==> config.mk <==
export PLATFORM = sky130hd
export DESIGN_NAME = seq_divider
export DESIGN_NICKNAME = d
export VERILOG_FILES = /design/src/rtl/seq_divider.sv
export SDC_FILE = /design/constraint.sdc
export NUM_CORES = 1
export LEC_CHECK = 0
export ABC_AREA = 1
export CAP_MARGIN = 20
export CORE_MARGIN = 2
export CORE_UTILIZATION = 48
export CTS_CLUSTER_DIAMETER = 80
export DETAILED_ROUTE_END_ITERATION = 10
export PLACE_DENSITY = 0.81
export SYNTH_ARGS = -nofsm -noshare
export SYNTH_HDL_FRONTEND = slang
export SYNTH_SLANG_ARGS = --single-unit
==> constraint.sdc <==
create_clock -name clk -period 1.7 [get_ports clk]
set_input_delay 0.17 -clock clk [delete_from_list [all_inputs] [get_ports clk]]
set_output_delay 0.17 -clock clk [all_outputs]
set_load 0.05 [all_outputs]
==> src/rtl/seq_divider.sv <==
// Sequential unsigned divider by repeated subtraction with a start/done handshake.
// Optional SEQ_DIV_CYCLE_CNT_EN adds a 'cycles' output counting SUB-state edges.
module seq_divider #(
  parameter int WIDTH = 16
) (
  input  logic             clk,
  input  logic             rst,
  input  logic             start,
  input  logic [WIDTH-1:0] dividend,
  input  logic [WIDTH-1:0] divisor,
  output logic [WIDTH-1:0] quotient,
  output logic [WIDTH-1:0] remainder,
  output logic             busy,
  output logic             done,
  output logic             dbz
`ifdef SEQ_DIV_CYCLE_CNT_EN
  ,
  output logic [WIDTH-1:0] cycles
`endif
);

  typedef enum logic [1:0] {
    IDLE = 2'b00,
    SUB  = 2'b01,
    DONE = 2'b10
  } state_t;

  state_t           state, state_nxt;
  logic [WIDTH-1:0] dvs_q;
  logic             accept;
  logic             fits;

  assign accept = start && ((state == IDLE) || (state == DONE));
  assign fits   = (remainder >= dvs_q);
  assign busy   = (state == SUB);
  assign done   = (state == DONE);

  always_ff @(posedge clk) begin
    if (rst) state <= IDLE;
    else     state <= state_nxt;
  end

  always_comb begin
    state_nxt = state;
    case (state)
      IDLE, DONE: if (start) state_nxt = (divisor == '0) ? DONE : SUB;
      SUB:        if (!fits) state_nxt = DONE;
      default:    state_nxt = IDLE;
    endcase
  end

  always_ff @(posedge clk) begin
    if (rst) begin
      dvs_q     <= '0;
      quotient  <= '0;
      remainder <= '0;
      dbz       <= 1'b0;
    end else if (accept) begin
      dvs_q     <= divisor;
      remainder <= dividend;
      // divide-by-zero reports all-ones quotient and skips SUB entirely
      quotient  <= (divisor == '0) ? '1 : '0;
      dbz       <= (divisor == '0);
    end else if (busy && fits) begin
      remainder <= remainder - dvs_q;
      quotient  <= quotient + 1'b1;
    end
  end

`ifdef SEQ_DIV_CYCLE_CNT_EN
  always_ff @(posedge clk) begin
    if (rst)         cycles <= '0;
    else if (accept) cycles <= '0;
    else if (busy)   cycles <= cycles + 1'b1;
  end
`endif

endmodule
==> flow_summary.toml, run 1 <==
[status]
status = "finished, violations left"
failed_checks = "setup timing"

[floorplan]
dieArea_um2 = 8390
row_count = 31
die_h_um = 91.6
initial_core_util_pct = 50.2
io_pins = 70
die_x_um = 91.6
core_area_um2 = 7330

[clocking]
clock_latency_ns = 0.31
root_buffer = "clkbuf_8"
clk_pin_slew_ns = 0.10
cts_htree_levels = 2
numCtsBuffers = 5
cts_buffer_depth = 2
cts_tree = "yes"
cts.sinks = 51

[setup_path]
cp.required_ns = 1.95
endpoint_kind = "register"
cp_max_fo = 12
start_kind = "register"
reg2reg_slack_ns = -0.35
critical_path_class = "reg2reg"
arrival_ns = 2.30

[synthesis]
avgSynthCellArea_um2 = 6.07
netlist_instances = 606
syn_nets = 659
ys_warn_count = 0
ys_types = 32
ys_ff_latch = 51
syn_area_um2 = 3680
ys_seq_area_share_pct = 27.7

[timing]
finalClockSkew_ns = 0.0144
drv_slew = 0
worst_slew_pin_slew_ns = 0.580
setup_violations = 34
min_period_ns = 2.05
layout_setup_ws_ns = -0.348
tns_ns = -10.15
fmax_ghz = 0.488
hold_viol = 0
rsz0062_at_grt = "true"
slew_headroom_pct = 61.3
period_share_pct = 120

[global_routing]
gr-total-overflow = 0
grt_pass1_wl_mm = 18.3
grt_pass1_vias = 4032
antenna_found_initial = 0
grtUsageTotal_pct = 26.5
grt_max_degree = 50

[hold_path]
hp-class = "reg2reg"

[pwr]
p_leak_nw = 2.68
power.density_nw_per_um2 = 1140
peakVddDrop_mv = 0.547

[placement]
io_buffers = 69
place_inst = 832
placed_cell_area_um2 = 5040
hpwl_mm = 8.12
place_congestion = 0.891

[routing]
ant_nets = 0
avgRoutedWirePerCell_um = 13.2
totalWireLength_mm = 11.2
first_iter_violations = 280
first_pass_iters = 5
via_count = 4259
drc = 0
vias_per_cell = 5.06

[layout]
nNetsFinal = 796
antenna_cells = 0
stdcell_area_um2 = 5280
syn2layout_area_growth_pct = 43.4
final_cells = 842
drive_gt1_share_pct = 24.9

[job]
cap_violations = 0
## what timing repair did
action | in CTS | in global routing
cloned | 1 | 2
setup endpoints to repair | 35 | 34
buffers inserted | 0 | 0
pin swaps | 2 | 4
resized for setup | 9 | 13
hold buffers | 0 | 0
## through the flow
step	setup slack [ns]	hold slack [ns]	power (mW)	util [%]
floorplan	-0.233	0.239	3.87	-
global placement	-0.275	0.452	5.06	68.7
detailed placement	-0.320	0.458	5.15	68.7
CTS	-0.328	0.474	5.93	70.6
global route	-0.445	0.484	6.48	72.0
finish	-0.348	0.470	6.04	72.0
## cell usage after synthesis
master / number / area share [%]
o21ai_0: 31 / 4.2
nor3b_1: 1 / 0.20
ha_1: 17 / 5.8
fa_1: 1 / 0.54
inv_2: 2 / 0.20
o31ai_1: 2 / 0.41
and2_1: 3 / 0.51
nor3_1: 4 / 0.54
nand3_2: 2 / 0.54
a21oi_2: 1 / 0.24
o21a_1: 2 / 0.41
nand3b_1: 21 / 4.3
or2_2: 4 / 0.68
buf_6: 5 / 1.5
buf_1: 4 / 0.41
nand2_1: 170 / 17
buf_2: 4 / 0.54
xor2_1: 4 / 0.95
dfxtp_1: 51 / 28
nor2_2: 2 / 0.34
nand3_1: 37 / 5.0
a21oi_1: 31 / 4.2
or2_4: 1 / 0.24
clkbuf_1: 10 / 1.0
nand4_1: 5 / 0.85
inv_1: 73 / 7.4
clkinv_1: 1 / 0.10
nand2_4: 2 / 0.61
xnor2_1: 2 / 0.48
nand2_2: 6 / 1.0
a21oi_4: 2 / 0.88
nor2_1: 105 / 11
## metal layers
metal  vias to the layer above  routed length (um)  track usage (%)
li1                       2176                   -                -
met1                      1901                4790             33.4
met2                       161                5460             46.7
met3                        21                 747             3.73
met4                         0                 160             7.58
met5                         -                   0                0
## placed cells by master (no fill, tap or decap), types with 5 or more instances in the layout
master           instances
clkdlybuf4s50_1         36
dfxtp_2                 16
buf_12                   5
nand3_2                  7
nor2_1                  99
a21oi_1                 31
buf_4                  107
nand4_1                  5
ha_1                    15
nand3b_1                21
nor2_2                   7
nand2_2                  9
inv_1                   71
nand3_1                 31
nand2_1                165
dfxtp_1                 34
o21ai_0                 30
clkbuf_8                 5
## cells by family (layout without fill, tap and decap cells)
logic type	after synthesis	after routing	share of synthesized area [%]
xor+xnor	6	6	1.43
fa+ha+maj	18	18	6.32
compound gates	69	69	10.4
buf+inv	99	236	11.3
flops	51	51	27.7
simple gates	363	363	42.9
## cell type report
cell class | count | area (um2)
multi-input cells | 456 | 2370
fillers | 596 | 2050
repair buffers | 153 | 1370
flip-flops and latches | 51 | 1040
inverters | 76 | 290
well taps | 99 | 124
clock buffers | 5 | 68.8
clock inverters | 2 | 13.8
## report_power, final
group          internal [mW]  leakage, nW  switching, mW
clock                  0.283       0.0440          0.430
combinational           1.59         2.21           2.21
sequential              1.39        0.428          0.139
total                   3.27         2.68           2.78
## state kept, by name, summed over array words and instances (netlist names)
| signal | count |
|---|---|
| dbz | 1 |
| dvs_q | 16 |
| quotient | 16 |
| remainder | 16 |
| state | 2 |
## path summary, 6_finish.rpt
check | from | end | cells past startpoint
hold reg to reg | dvs_q[14]$_SDFFE_PP0P_ | dvs_q[14]$_SDFFE_PP0P_ | 2
hold / removal | dvs_q[14]$_SDFFE_PP0P_ | dvs_q[14]$_SDFFE_PP0P_ | 2
setup / recovery | remainder[0]$_SDFFE_PP0P_ | quotient[12]$_SDFFE_PP0P_ | 14
setup reg to reg | remainder[0]$_SDFFE_PP0P_ | quotient[12]$_SDFFE_PP0P_ | 14
## worst max-delay path: stages, from the launching register on
cell and delay (ns):
dfxtp_4 0.36, inv_4 0.05, ha_4 0.12, inv_4 0.03, fa_2 0.35, nand2_1 0.08, nand2_2 0.07, nand3_2 0.09
nand3_2 0.09, nand2_2 0.09, nand2_4 0.08, a21oi_4 0.21, clkbuf_16 0.21, nor2_1 0.05, nor2_1 0.09
(Power assumes the default switching activity.)
==> inputs of run 2 (changes only) <==
==> constraint.sdc (replaced) <==
create_clock -name clk -period 1.7 [get_ports clk]
set_input_delay 0.17 -clock clk [delete_from_list [all_inputs] [get_ports clk]]
set_output_delay 0.17 -clock clk [all_outputs]
set_load 0.005 [all_outputs]
==> run 2 against run 1 <==
The flow still finishes with violations (setup timing). Utilization up 0.89 points. Hold slack worse by 0.0049 ns. Power down 4.0%. Worst setup slack better by 0.020 ns. Maximum frequency up 0.99%. Die area unchanged. Critical path depth unchanged. Clock skew down 0.0062 ns. Combinational power down 10%.
==> flow_summary.toml, run 2 (synthesized netlist as in run 1, its figures left out) <==
[routing]
ant_nets = 0
first_iter_violations = 312
first_pass_iters = 5
via_count = 4363
vias_per_cell = 5.23
totalWireLength_mm = 11.5
avgRoutedWirePerCell_um = 13.7
drc = 0

[timing]
drv_slew = 0
min_period_ns = 2.03
fmax_ghz = 0.493
slew_headroom_pct = 64.7
worst_slew_pin_slew_ns = 0.529
finalClockSkew_ns = 0.00826
hold_viol = 0
period_share_pct = 119
layout_setup_ws_ns = -0.328
rsz0062_at_grt = "true"
setup_violations = 34

[status]
failed_checks = "setup timing"
status = "finished, violations left"

[pwr]
p_leak_nw = 2.60
power.density_nw_per_um2 = 1090
switchingPower_mw = 2.35
pwr-share-clk_pct = 15.1
seqPwrFrac_pct = 26.1
pwr-share-comb_pct = 58.8
internal_power_mw = 3.45
p_sw_share_pct = 40.6
peakVddDrop_mv = 0.532

[setup_path]
regToRegStartpoint = "dvs_q[5]$_SDFFE_PP0P_"
ff2ff_path_depth = 14
start_kind = "register"
cp.required_ns = 1.92
rr_endpoint = "quotient[15]$_SDFFE_PP0P_"
cp_max_fo = 7
critical_path_class = "reg2reg"
endpoint_kind = "register"
arrival_ns = 2.24
reg2reg_slack_ns = -0.33

[floorplan]
row_count = 31
io_pins = 70
initial_core_util_pct = 50.2
core_area_um2 = 7330
dieArea_um2 = 8390
die_x_um = 91.6
die_h_um = 91.6

[layout]
final_util_pct = 72.9
ff_latch_area_um2 = 1020
multiInputGateArea_um2 = 2430
nNetsFinal = 789
stdcell_area_um2 = 5350
layout_commonest_cell = "nand2_1"
fill_cells = 580
layout_common_cells = "nand2_1, nor2_1, inv_1"
syn2layout_area_growth_pct = 45.2
antenna_cells = 0
drive_gt1_share_pct = 18.8
reg_top3 = "dvs_q (16), quotient (16), remainder (16)"

[global_routing]
antenna_found_initial = 0
grtUsageTotal_pct = 26.8
grt_pass1_wl_mm = 18.8
grt_max_degree = 49
gr-total-overflow = 0
grt_pass1_vias = 4186

[clocking]
clk_pin_slew_ns = 0.10
clock_latency_ns = 0.32
cts_hold_buf = 0
cts.sinks = 51
numCtsBuffers = 5
cts_htree_levels = 2
cts_tree = "yes"
cts_buffer_depth = 2
root_buffer = "clkbuf_8"

[placement]
placed_cell_area_um2 = 5000
hpwl_mm = 7.91
io_buffers = 69
place_congestion = 0.859

[hold_path]
worstHoldPathCells = 2
hp-class = "reg2reg"
whs_endpoint = "dvs_q[9]$_SDFFE_PP0P_"
hp-start = "dvs_q[9]$_SDFFE_PP0P_"

[job]
cap_violations = 0
[run 2: cell types whose count changed in the layout (fill, tap and decap cells not counted), moves of 3 or more]
cell             change
buf_4               -39
clkdlybuf4s50_1     +33
dfxtp_1             +15
dfxtp_2             -14
ha_4                 +4
nand3_2              +4
ha_1                 -3
nand3_1              -3
[run 2: final cells by class]
| cell class | count | share of cell area, % |
|---|---|---|
| repair buffers | 146 | 25.8 |
| well taps | 99 | 2.32 |
| clock inverters | 2 | 0.702 |
| clock buffers | 5 | 1.29 |
| multi-input cells | 456 | 45.4 |
| flip-flops and latches | 51 | 19.1 |
| inverters | 76 | 5.34 |
[run 2: through the flow]
step                setup TNS [ns]  worst slack (ns)  cells  power, mW  hold slack [ns]
floorplan                    -3.57            -0.135    606       3.37            0.239
global placement             -7.11            -0.232    820       4.52            0.448
global route                -12.78            -0.434    835       6.24            0.487
detailed placement           -8.14            -0.274    820       4.61            0.451
CTS                          -7.24            -0.248    833       5.65            0.466
finish                       -8.47            -0.328    835       5.80            0.465
[run 2: timing repair]
item / CTS / global route
gates resized for setup: 14 / 11
setup endpoints to repair: 34 / 34
pin swaps: 10 / 1
gates cloned: 1 / 1
setup buffers: 5 / 2
[run 2: worst max-delay path, stage by stage, from the launching register on]
cell     delay, ns
dfxtp_1       0.32
inv_1         0.06
ha_1          0.33
nand2_1       0.11
nor2_2        0.15
nand3_2       0.09
nand3_2       0.09
nand2_2       0.06
nand2_4       0.10
nand2_8       0.08
buf_6         0.13
nand2_8       0.10
nand2_8       0.07
nor2_1        0.17
nor2_1        0.05
[run 2: power groups by stage]
stage,logic [mW],registers [mW],clock network [mW]
6_report,3.41,1.51,0.878
5_1_grt,3.78,1.53,0.926
4_1_cts,3.26,1.50,0.890
3_5_place_dp,3.09,1.52,0
3_3_place_gp,3.00,1.52,0
2_1_floorplan,1.84,1.53,0
[run 2: worst max-delay path by stage]
stage	startpoint	end	slack (ns)
after CTS	remainder[0]$_SDFFE_PP0P_	quotient[14]$_SDFFE_PP0P_	-0.25
after detailed placement	remainder[0]$_SDFFE_PP0P_	quotient[8]$_SDFFE_PP0P_	-0.27
after global routing	dvs_q[5]$_SDFFE_PP0P_	quotient[15]$_SDFFE_PP0P_	-0.43
after floorplan	remainder[0]$_SDFFE_PP0P_	remainder[1]$_SDFFE_PP0P_	-0.13
after global placement	remainder[0]$_SDFFE_PP0P_	quotient[1]$_SDFFE_PP0P_	-0.23
final	dvs_q[5]$_SDFFE_PP0P_	quotient[15]$_SDFFE_PP0P_	-0.33
[run 2: routing by layer]
layer / vias to the layer above / part of all wire, % / track usage, %
met1: 2000 / 43 / 33.9
met5: - / 0 / 0
met4: 0 / 1.9 / 7.20
met2: 181 / 48 / 47.2
li1: 2155 / - / -
met3: 27 / 7.3 / 4.23
